[config.mk]
export PLATFORM = sky130hd
export DESIGN_NAME = alu_exec_unit
export DESIGN_NICKNAME = d
export VERILOG_FILES = /design/src/rtl/alu_pkg.sv /design/src/rtl/alu_shift_seq.sv /design/src/rtl/alu_exec_unit.sv
export SDC_FILE = /design/constraint.sdc
export NUM_CORES = 1
export LEC_CHECK = 0
export CAP_MARGIN = 20
export CORE_MARGIN = 3
export CORE_UTILIZATION = 53
export CTS_CLUSTER_DIAMETER = 150
export DETAILED_ROUTE_END_ITERATION = 16
export PLACE_DENSITY_LB_ADDON = 0.1
export SYNTH_ARGS = -nofsm -noshare
export SYNTH_HDL_FRONTEND = slang
export SYNTH_SLANG_ARGS = --single-unit
[constraint.sdc]
create_clock -name clk -period 1.9 [get_ports clk]
set_clock_uncertainty 0.05 [all_clocks]
set_input_delay 0.57 -clock clk [delete_from_list [all_inputs] [get_ports clk]]
set_output_delay 0.57 -clock clk [all_outputs]
set_load 0.01 [all_outputs]
[src/rtl/alu_pkg.sv]
// Shared ALU control codes and execute-unit state encoding, also used by the ALU decoder.
package alu_pkg;

  localparam logic [2:0] ALU_ADD = 3'b000;
  localparam logic [2:0] ALU_SUB = 3'b001;
  localparam logic [2:0] ALU_AND = 3'b010;
  localparam logic [2:0] ALU_OR  = 3'b011;
  localparam logic [2:0] ALU_SLL = 3'b100;
  localparam logic [2:0] ALU_SLT = 3'b101;
  localparam logic [2:0] ALU_SRL = 3'b110;
  localparam logic [2:0] ALU_SRA = 3'b111;

  typedef enum logic {ST_IDLE, ST_SHIFT} state_e;

  function automatic logic is_shift_op(input logic [2:0] op);
    return (op == ALU_SLL) || (op == ALU_SRL) || (op == ALU_SRA);
  endfunction

endpackage

[src/rtl/alu_shift_seq.sv]
// Iterative shifter, one bit per cycle. Used only when ALU_BARREL_SHIFT_EN is undefined.
module alu_shift_seq
  import alu_pkg::*;
#(
  parameter int WIDTH = 32,
  parameter int SHW   = $clog2(WIDTH)
) (
  input  logic             clk,
  input  logic             rst_n,
  input  logic             load,
  input  logic [2:0]       op,
  input  logic [WIDTH-1:0] data,
  input  logic [SHW-1:0]   amt,
  output logic [WIDTH-1:0] next_val,
  output logic             done
);

  logic [WIDTH-1:0] work_q, work_d;
  logic [SHW-1:0]   count_q, count_d;
  logic [2:0]       op_q, op_d;

  // done marks the cycle whose closing edge performs the last shift.
  always_comb begin
    case (op_q)
      ALU_SLL: next_val = {work_q[WIDTH-2:0], 1'b0};
      ALU_SRA: next_val = {work_q[WIDTH-1], work_q[WIDTH-1:1]};
      default: next_val = {1'b0, work_q[WIDTH-1:1]};
    endcase
    done    = (count_q == SHW'(1));
    work_d  = work_q;
    count_d = count_q;
    op_d    = op_q;
    if (load) begin
      work_d  = data;
      count_d = amt;
      op_d    = op;
    end else if (count_q != '0) begin
      work_d  = next_val;
      count_d = count_q - SHW'(1);
    end
  end

  always_ff @(posedge clk or negedge rst_n) begin
    if (!rst_n) begin
      work_q  <= '0;
      count_q <= '0;
      op_q    <= ALU_SLL;
    end else begin
      work_q  <= work_d;
      count_q <= count_d;
      op_q    <= op_d;
    end
  end

endmodule

[src/rtl/alu_exec_unit.sv]
// Handshaked multicycle ALU. Define ALU_BARREL_SHIFT_EN for single-cycle barrel shifts.
module alu_exec_unit
  import alu_pkg::*;
#(
  parameter int WIDTH = 32,
  parameter int SHW   = $clog2(WIDTH)
) (
  input  logic             clk,
  input  logic             rst_n,
  input  logic             in_valid,
  output logic             in_ready,
  input  logic [2:0]       alu_control,
  input  logic [WIDTH-1:0] src_a,
  input  logic [WIDTH-1:0] src_b,
  output logic             out_valid,
  input  logic             out_ready,
  output logic [WIDTH-1:0] result,
  output logic             zero,
  output logic             busy
);

  state_e           state_q, state_d;
  logic [WIDTH-1:0] result_q, result_d;
  logic             out_valid_q, out_valid_d;
  logic [WIDTH-1:0] comb_result;
  logic [WIDTH-1:0] seq_next;
  logic [SHW-1:0]   amt;
  logic             accept, long_shift, shift_load, seq_done;

  // Transfers happen on a rising edge where valid && ready; the producer holds
  // valid and data stable until then, and the consumer may drop ready at will.
  assign amt      = src_b[SHW-1:0];
  assign in_ready = (state_q == ST_IDLE) && (!out_valid_q || out_ready);
  assign accept   = in_valid && in_ready;

  always_comb begin
    comb_result = '0;
    case (alu_control)
      ALU_ADD: comb_result = src_a + src_b;
      ALU_SUB: comb_result = src_a - src_b;
      ALU_AND: comb_result = src_a & src_b;
      ALU_OR:  comb_result = src_a | src_b;
      ALU_SLT: comb_result = {{(WIDTH-1){1'b0}}, ($signed(src_a) < $signed(src_b))};
`ifdef ALU_BARREL_SHIFT_EN
      ALU_SLL: comb_result = src_a << amt;
      ALU_SRL: comb_result = src_a >> amt;
      ALU_SRA: comb_result = $unsigned($signed(src_a) >>> amt);
`else
      default: comb_result = src_a;  // zero-amount shift passes A through
`endif
    endcase
  end

`ifdef ALU_BARREL_SHIFT_EN
  assign long_shift = 1'b0;
  assign seq_done   = 1'b0;
  assign seq_next   = '0;
  assign busy       = 1'b0;
`else
  assign long_shift = is_shift_op(alu_control) && (amt != '0);
  assign busy       = (state_q != ST_IDLE);

  alu_shift_seq #(.WIDTH(WIDTH), .SHW(SHW)) u_shift_seq (
    .clk      (clk),
    .rst_n    (rst_n),
    .load     (shift_load),
    .op       (alu_control),
    .data     (src_a),
    .amt      (amt),
    .next_val (seq_next),
    .done     (seq_done)
  );
`endif

  always_comb begin
    state_d     = state_q;
    result_d    = result_q;
    out_valid_d = out_valid_q;
    shift_load  = 1'b0;
    case (state_q)
      ST_IDLE: begin
        if (out_valid_q && out_ready) out_valid_d = 1'b0;
        if (accept) begin
          if (long_shift) begin
            shift_load = 1'b1;
            state_d    = ST_SHIFT;
          end else begin
            result_d    = comb_result;
            out_valid_d = 1'b1;
          end
        end
      end
      ST_SHIFT: begin
        if (seq_done) begin
          result_d    = seq_next;
          out_valid_d = 1'b1;
          state_d     = ST_IDLE;
        end
      end
      default: state_d = ST_IDLE;
    endcase
  end

  always_ff @(posedge clk or negedge rst_n) begin
    if (!rst_n) begin
      state_q     <= ST_IDLE;
      result_q    <= '0;
      out_valid_q <= 1'b0;
    end else begin
      state_q     <= state_d;
      result_q    <= result_d;
      out_valid_q <= out_valid_d;
    end
  end

  assign result    = result_q;
  assign out_valid = out_valid_q;
  assign zero      = (result_q == '0);

endmodule

==> metrics.txt, run 1 <==
Fail Step global routing; Post-DP HPWL 30700 um; H-tree levels 3; starting density of the core 54.6%; row cnt 47; Netlist Area Pre-Place just over 9000 um2; gpl congestion 1.02; Tool Error [ERROR GRT-0232] Routing congestion too high. Check the congestion heatmap in the GUI.; Seq/Total Area, Yosys 20.2%; # hold bufs at CTS 0; count of input and output buffers 106; die width 137 um; Yosys reg bits between 70 and 80; total grt overflow between 1000 and 1500; number of buffers created by CTS 9; worst_ep grt result[20]$_DFFE_PN0P_/D; Placed Cells 1867; Async SR Flop Fraction between 90% and 100%; Synth Area per Inst 7.45 um2; Root Driver clkbuf_16; Synthesized Nets 1416; cells after synthesis 1229; Clock Sinks 74; Yosys Warn Count 0; Worst EP kind register data pin; Max clock buf depth 2; Top Ports 107; gr usage total 93.3%; Post-synth EDFFs 0; Yosys cell types 87; largest net degree at the start of global routing 32; Die Y-Extent 137 um; main flop type after synthesis dfrtp_1; status aborted with a tool error
cell usage after synthesis, types with 4 or more instances:
library cell,number,area share [%]
a211oi_1,11,0.90
a21o_1,14,1.1
a21oi_1,184,10
a221o_1,4,0.44
a221oi_1,12,1.1
a22o_1,4,0.38
a31oi_1,15,1.0
and2_1,8,0.55
buf_1,12,0.49
buf_2,4,0.22
buf_6,4,0.49
clkbuf_1,46,1.9
clkbuf_8,11,1.7
dfrtp_1,73,20
ha_1,114,16
inv_1,95,3.9
mux2_2,5,0.61
mux2i_1,38,4.2
nand2_1,98,4.0
nand2b_1,8,0.55
nand3_1,17,0.93
nand4_1,7,0.48
nor2_1,144,5.9
nor2b_1,8,0.55
nor3_1,31,1.7
nor4_1,14,0.96
o211ai_1,6,0.49
o21a_1,8,0.66
o21ai_0,85,4.6
o21ai_1,8,0.44
o21bai_1,15,1.2
o22ai_1,5,0.34
o311a_1,4,0.44
o31ai_1,7,0.57
or2_2,5,0.34
xnor2_1,26,2.5
xor2_1,6,0.57
metal layers:
| metal | global-route usage [%] | overflow |
|---|---|---|
| met1 | 82.6 | 6 |
| met2 | 121 | 904 |
| met3 | 69.4 | 11 |
| met4 | 109 | 303 |
| met5 | 42.5 | 0 |
repair_timing:
item                       in CTS
resized for setup             399
hold endpoints to repair        0
setup endpoints to repair     107
buffers inserted               50
gates cloned                    2
pin swaps                     135
cells by family after synthesis:
family                   count (synthesis)  share of synthesized area, %
AO/OA/AOI/OAI                          429                          29.1
XOR/XNOR                                32                          3.06
adder cells (fa/ha/maj)                116                          16.0
buffers and inverters                  179                          9.22
flip-flops                              74                          20.2
multiplexers                            44                          4.93
AND/OR/NAND/NOR                        355                          17.4
metrics by stage:
stage,cell area [um2],worst slack [ns],hold slack (ns)
3_3_place_gp,13400,-1.98,0.460
3_5_place_dp,13400,-2.02,0.460
2_1_floorplan,9540,-1.20,0.224
4_1_cts,15200,-1.06,0.0949
==> run 2: changes to the inputs <==
- CORE_UTILIZATION: 53 -> 40
- CTS_CLUSTER_DIAMETER: 150 -> unset
- PLACE_DENSITY_LB_ADDON: 0.1 -> 0.15
- clock period: 1.9 -> 2.5 ns (I/O delays scaled with it)
==> metrics.txt, run 2 <==
gr usage total 30.7%; DR vias/cell 5.62; number of global-route vias before repair 10515; Yosys cell types 87 (unchanged); top cells by area, synth dfrtp_1, ha_1, a21oi_1, nor2_1, o21ai_0 (unchanged); most common cell after layout, fill and taps aside buf_4; Seq/Total Area, Yosys 20.2% (unchanged); initial antenna violation count 1; # hold bufs at CTS 0 (unchanged); main flop type after synthesis dfrtp_1 (unchanged); Netlist Area Pre-Place 9160 um2 (unchanged); Synthesized Nets 1416 (unchanged); most frequent cell after synthesis a21oi_1 (unchanged); DRT Pass-1 Iters 5; post-synth top area cell dfrtp_1 (unchanged); Post-DP HPWL 30400 um (was 30700 um); count of input and output buffers 106 (unchanged); layout cells sized above 1 43.3%; row cnt 54 (was 47); Yosys Warn Count 0 (unchanged); Area Overhead vs Synth 69.2%; Top Ports 107 (unchanged); Synth Area per Inst 7.45 um2 (unchanged); Slew headroom 64.4%; post-route minimum period 3.24 ns; Core Area 22200 um2; most frequent cells in the layout buf_4, a21oi_1, nor2_1; crit path DAT 3.41 ns; total grt overflow 0; fin crit share 130%; H-tree levels 3 (unchanged); Yosys reg bits 74 (unchanged); status finished, violations left (was aborted with a tool error); CP Cell Sequence buf_12, inv_12, ha_4, fa_2, o21bai_4, nand3_4, a211oi_4, o2111ai_4, a31oi_4, a211o_4, nand4_4, mux2_4, a221oi_4, o21ai_2; worst-path fanout max 4; Max Freq 308 MHz; pre-CTS WS -1.75 ns (was -2.02 ns); Peak VDD IR about 770 uV; Clock Sinks 74 (unchanged); Final Setup Violations 27; number of buffers created by CTS 9 (unchanged); Post-DP Area 13300 um2 (was 13400 um2); CP endpoint kind flip-flop; clock tree from TritonCTS done; first-pass GRT wire length 59200 um; Finished Core Util 69.9%; Worst-Margin Slew 0.529 ns; Setup TNS -14.26 ns; top cells by count, synth a21oi_1, nor2_1, ha_1 (unchanged); Worst setup SP type input pin; die width 157 um (was 137 um); final hold viol count 0; antenna viol nets, final 0; DRC viols 0; Max clock buf depth 2 (unchanged); starting density of the core 41.3% (was 54.6%); crit path kind input pin to flip-flop; post-synth top area share 19.9% (unchanged); crit path max-delay cell type fa_2; Design Area, Final 15500 um2; Lkg Pwr 7.02 nW; Crit path largest cell delay 0.39 ns; max-slew violations 0; fill count 1823; RSZ-0062 raised after global routing yes; drt total wl 39700 um; average wire per standard cell 20.1 um; largest net degree at the start of global routing 44; Nets 1879; Async SR Flop Fraction 100% (unchanged); Root Driver clkbuf_16 (unchanged); cells after synthesis 1229 (unchanged); worst hold path type input pin to async pin; Pwr per Cell Area 713 nW/um2; Die Y-Extent 157 um (was 137 um); register area 1850 um2; Post-synth EDFFs 0 (unchanged); worst skew pair latency 0.34 ns; # diodes 0; gpl congestion 0.976 (was 1.02); Vias 11117; post-layout worst setup margin -0.743 ns; Worst-path clk slew 0.06 ns; Pwr Total roughly 11 mW; Multi-input gate area around 7900 um2; Max Cap Viol 0; failing checks negative setup slack; WP data required 2.67 ns; Die Area 24700 um2; Initial DRC Count 1066
==> run 2: cell counts after synthesis <==
Identical to the previous run, type by type.
==> run 2: power by group <==
part	switching (mW)	leakage [nW]	internal (mW)	total, mW
Clock	0.534	0.163	0.979	1.51
Sequential	0.525	0.857	1.83	2.35
Combinational	3.73	6.00	3.45	7.19
==> run 2: critical path, delay by kind of cell <==
family                   cells  cell delay (ns)
adder cells (fa/ha/maj)      2             0.54
AND/OR/NAND/NOR              2             0.17
multiplexers                 1             0.32
AO/OA/AOI/OAI                7             1.49
buffers and inverters        2             0.12
==> run 2: layout make-up <==
cell class / count / share of cell area [%]
Sequential cell: 74 / 12.0
Clock buffer: 10 / 1.48
Clock inverter: 6 / 0.743
Tap cell: 280 / 2.26
Multi-Input combinational cell: 976 / 51.3
Inverter: 96 / 2.76
Timing Repair Buffer: 535 / 29.5
==> run 2: cell families after synthesis <==
kind of cell	count (synthesis)	synth area share (%)
multiplexers	44	4.93
AND/OR/NAND/NOR	355	17.4
buffers and inverters	179	9.22
XOR/XNOR	32	3.06
flip-flops	74	20.2
adder cells (fa/ha/maj)	116	16.0
AO/OA/AOI/OAI	429	29.1
==> run 2: timing repair <==
action	4_1_cts	5_1_grt
pin swaps	127	114
setup buffers	39	25
cloned	0	0
endpoints found under the setup margin	34	33
gates resized for setup	281	192
==> run 2: final timing paths <==
kind / startpoint / to / slack (ns) / cells after the start
setup / recovery: src_a[0] / result[28]$_DFFE_PN0P_ / -0.74 / 14
hold / removal: rst_n / u_shift_seq.count_q[0]$_DFFE_PN0P_ / 0.29 / 1
setup reg to reg: u_shift_seq.count_q[2]$_DFFE_PN0P_ / result[31]$_DFFE_PN0P_ / 0.49 / 9
hold reg to reg: result[4]$_DFFE_PN0P_ / result[4]$_DFFE_PN0P_ / 0.47 / 2
max in group asynchronous: rst_n / u_shift_seq.op_q[2]$_DFFE_PN1P_ / 1.45 / 2
min in group clk: result[4]$_DFFE_PN0P_ / result[4]$_DFFE_PN0P_ / 0.47 / 2
==> run 2: metrics by stage <==
stage	instances	hold slack, ns
finish	1977	0.294
global route	1977	0.326
CTS	1956	0.308
detailed placement	1906	0.454
global placement	1906	0.444
floorplan	1229	0.404
==> run 2: per-layer routing <==
| metal | wire, um | track usage [%] |
|---|---|---|
| met1 | 18300 | 45.9 |
| met4 | 923 | 7.52 |
| met2 | 17100 | 46.3 |
| met5 | 12 | 0 |
| met3 | 3230 | 4.87 |
Power figures use the tool's default switching activity.
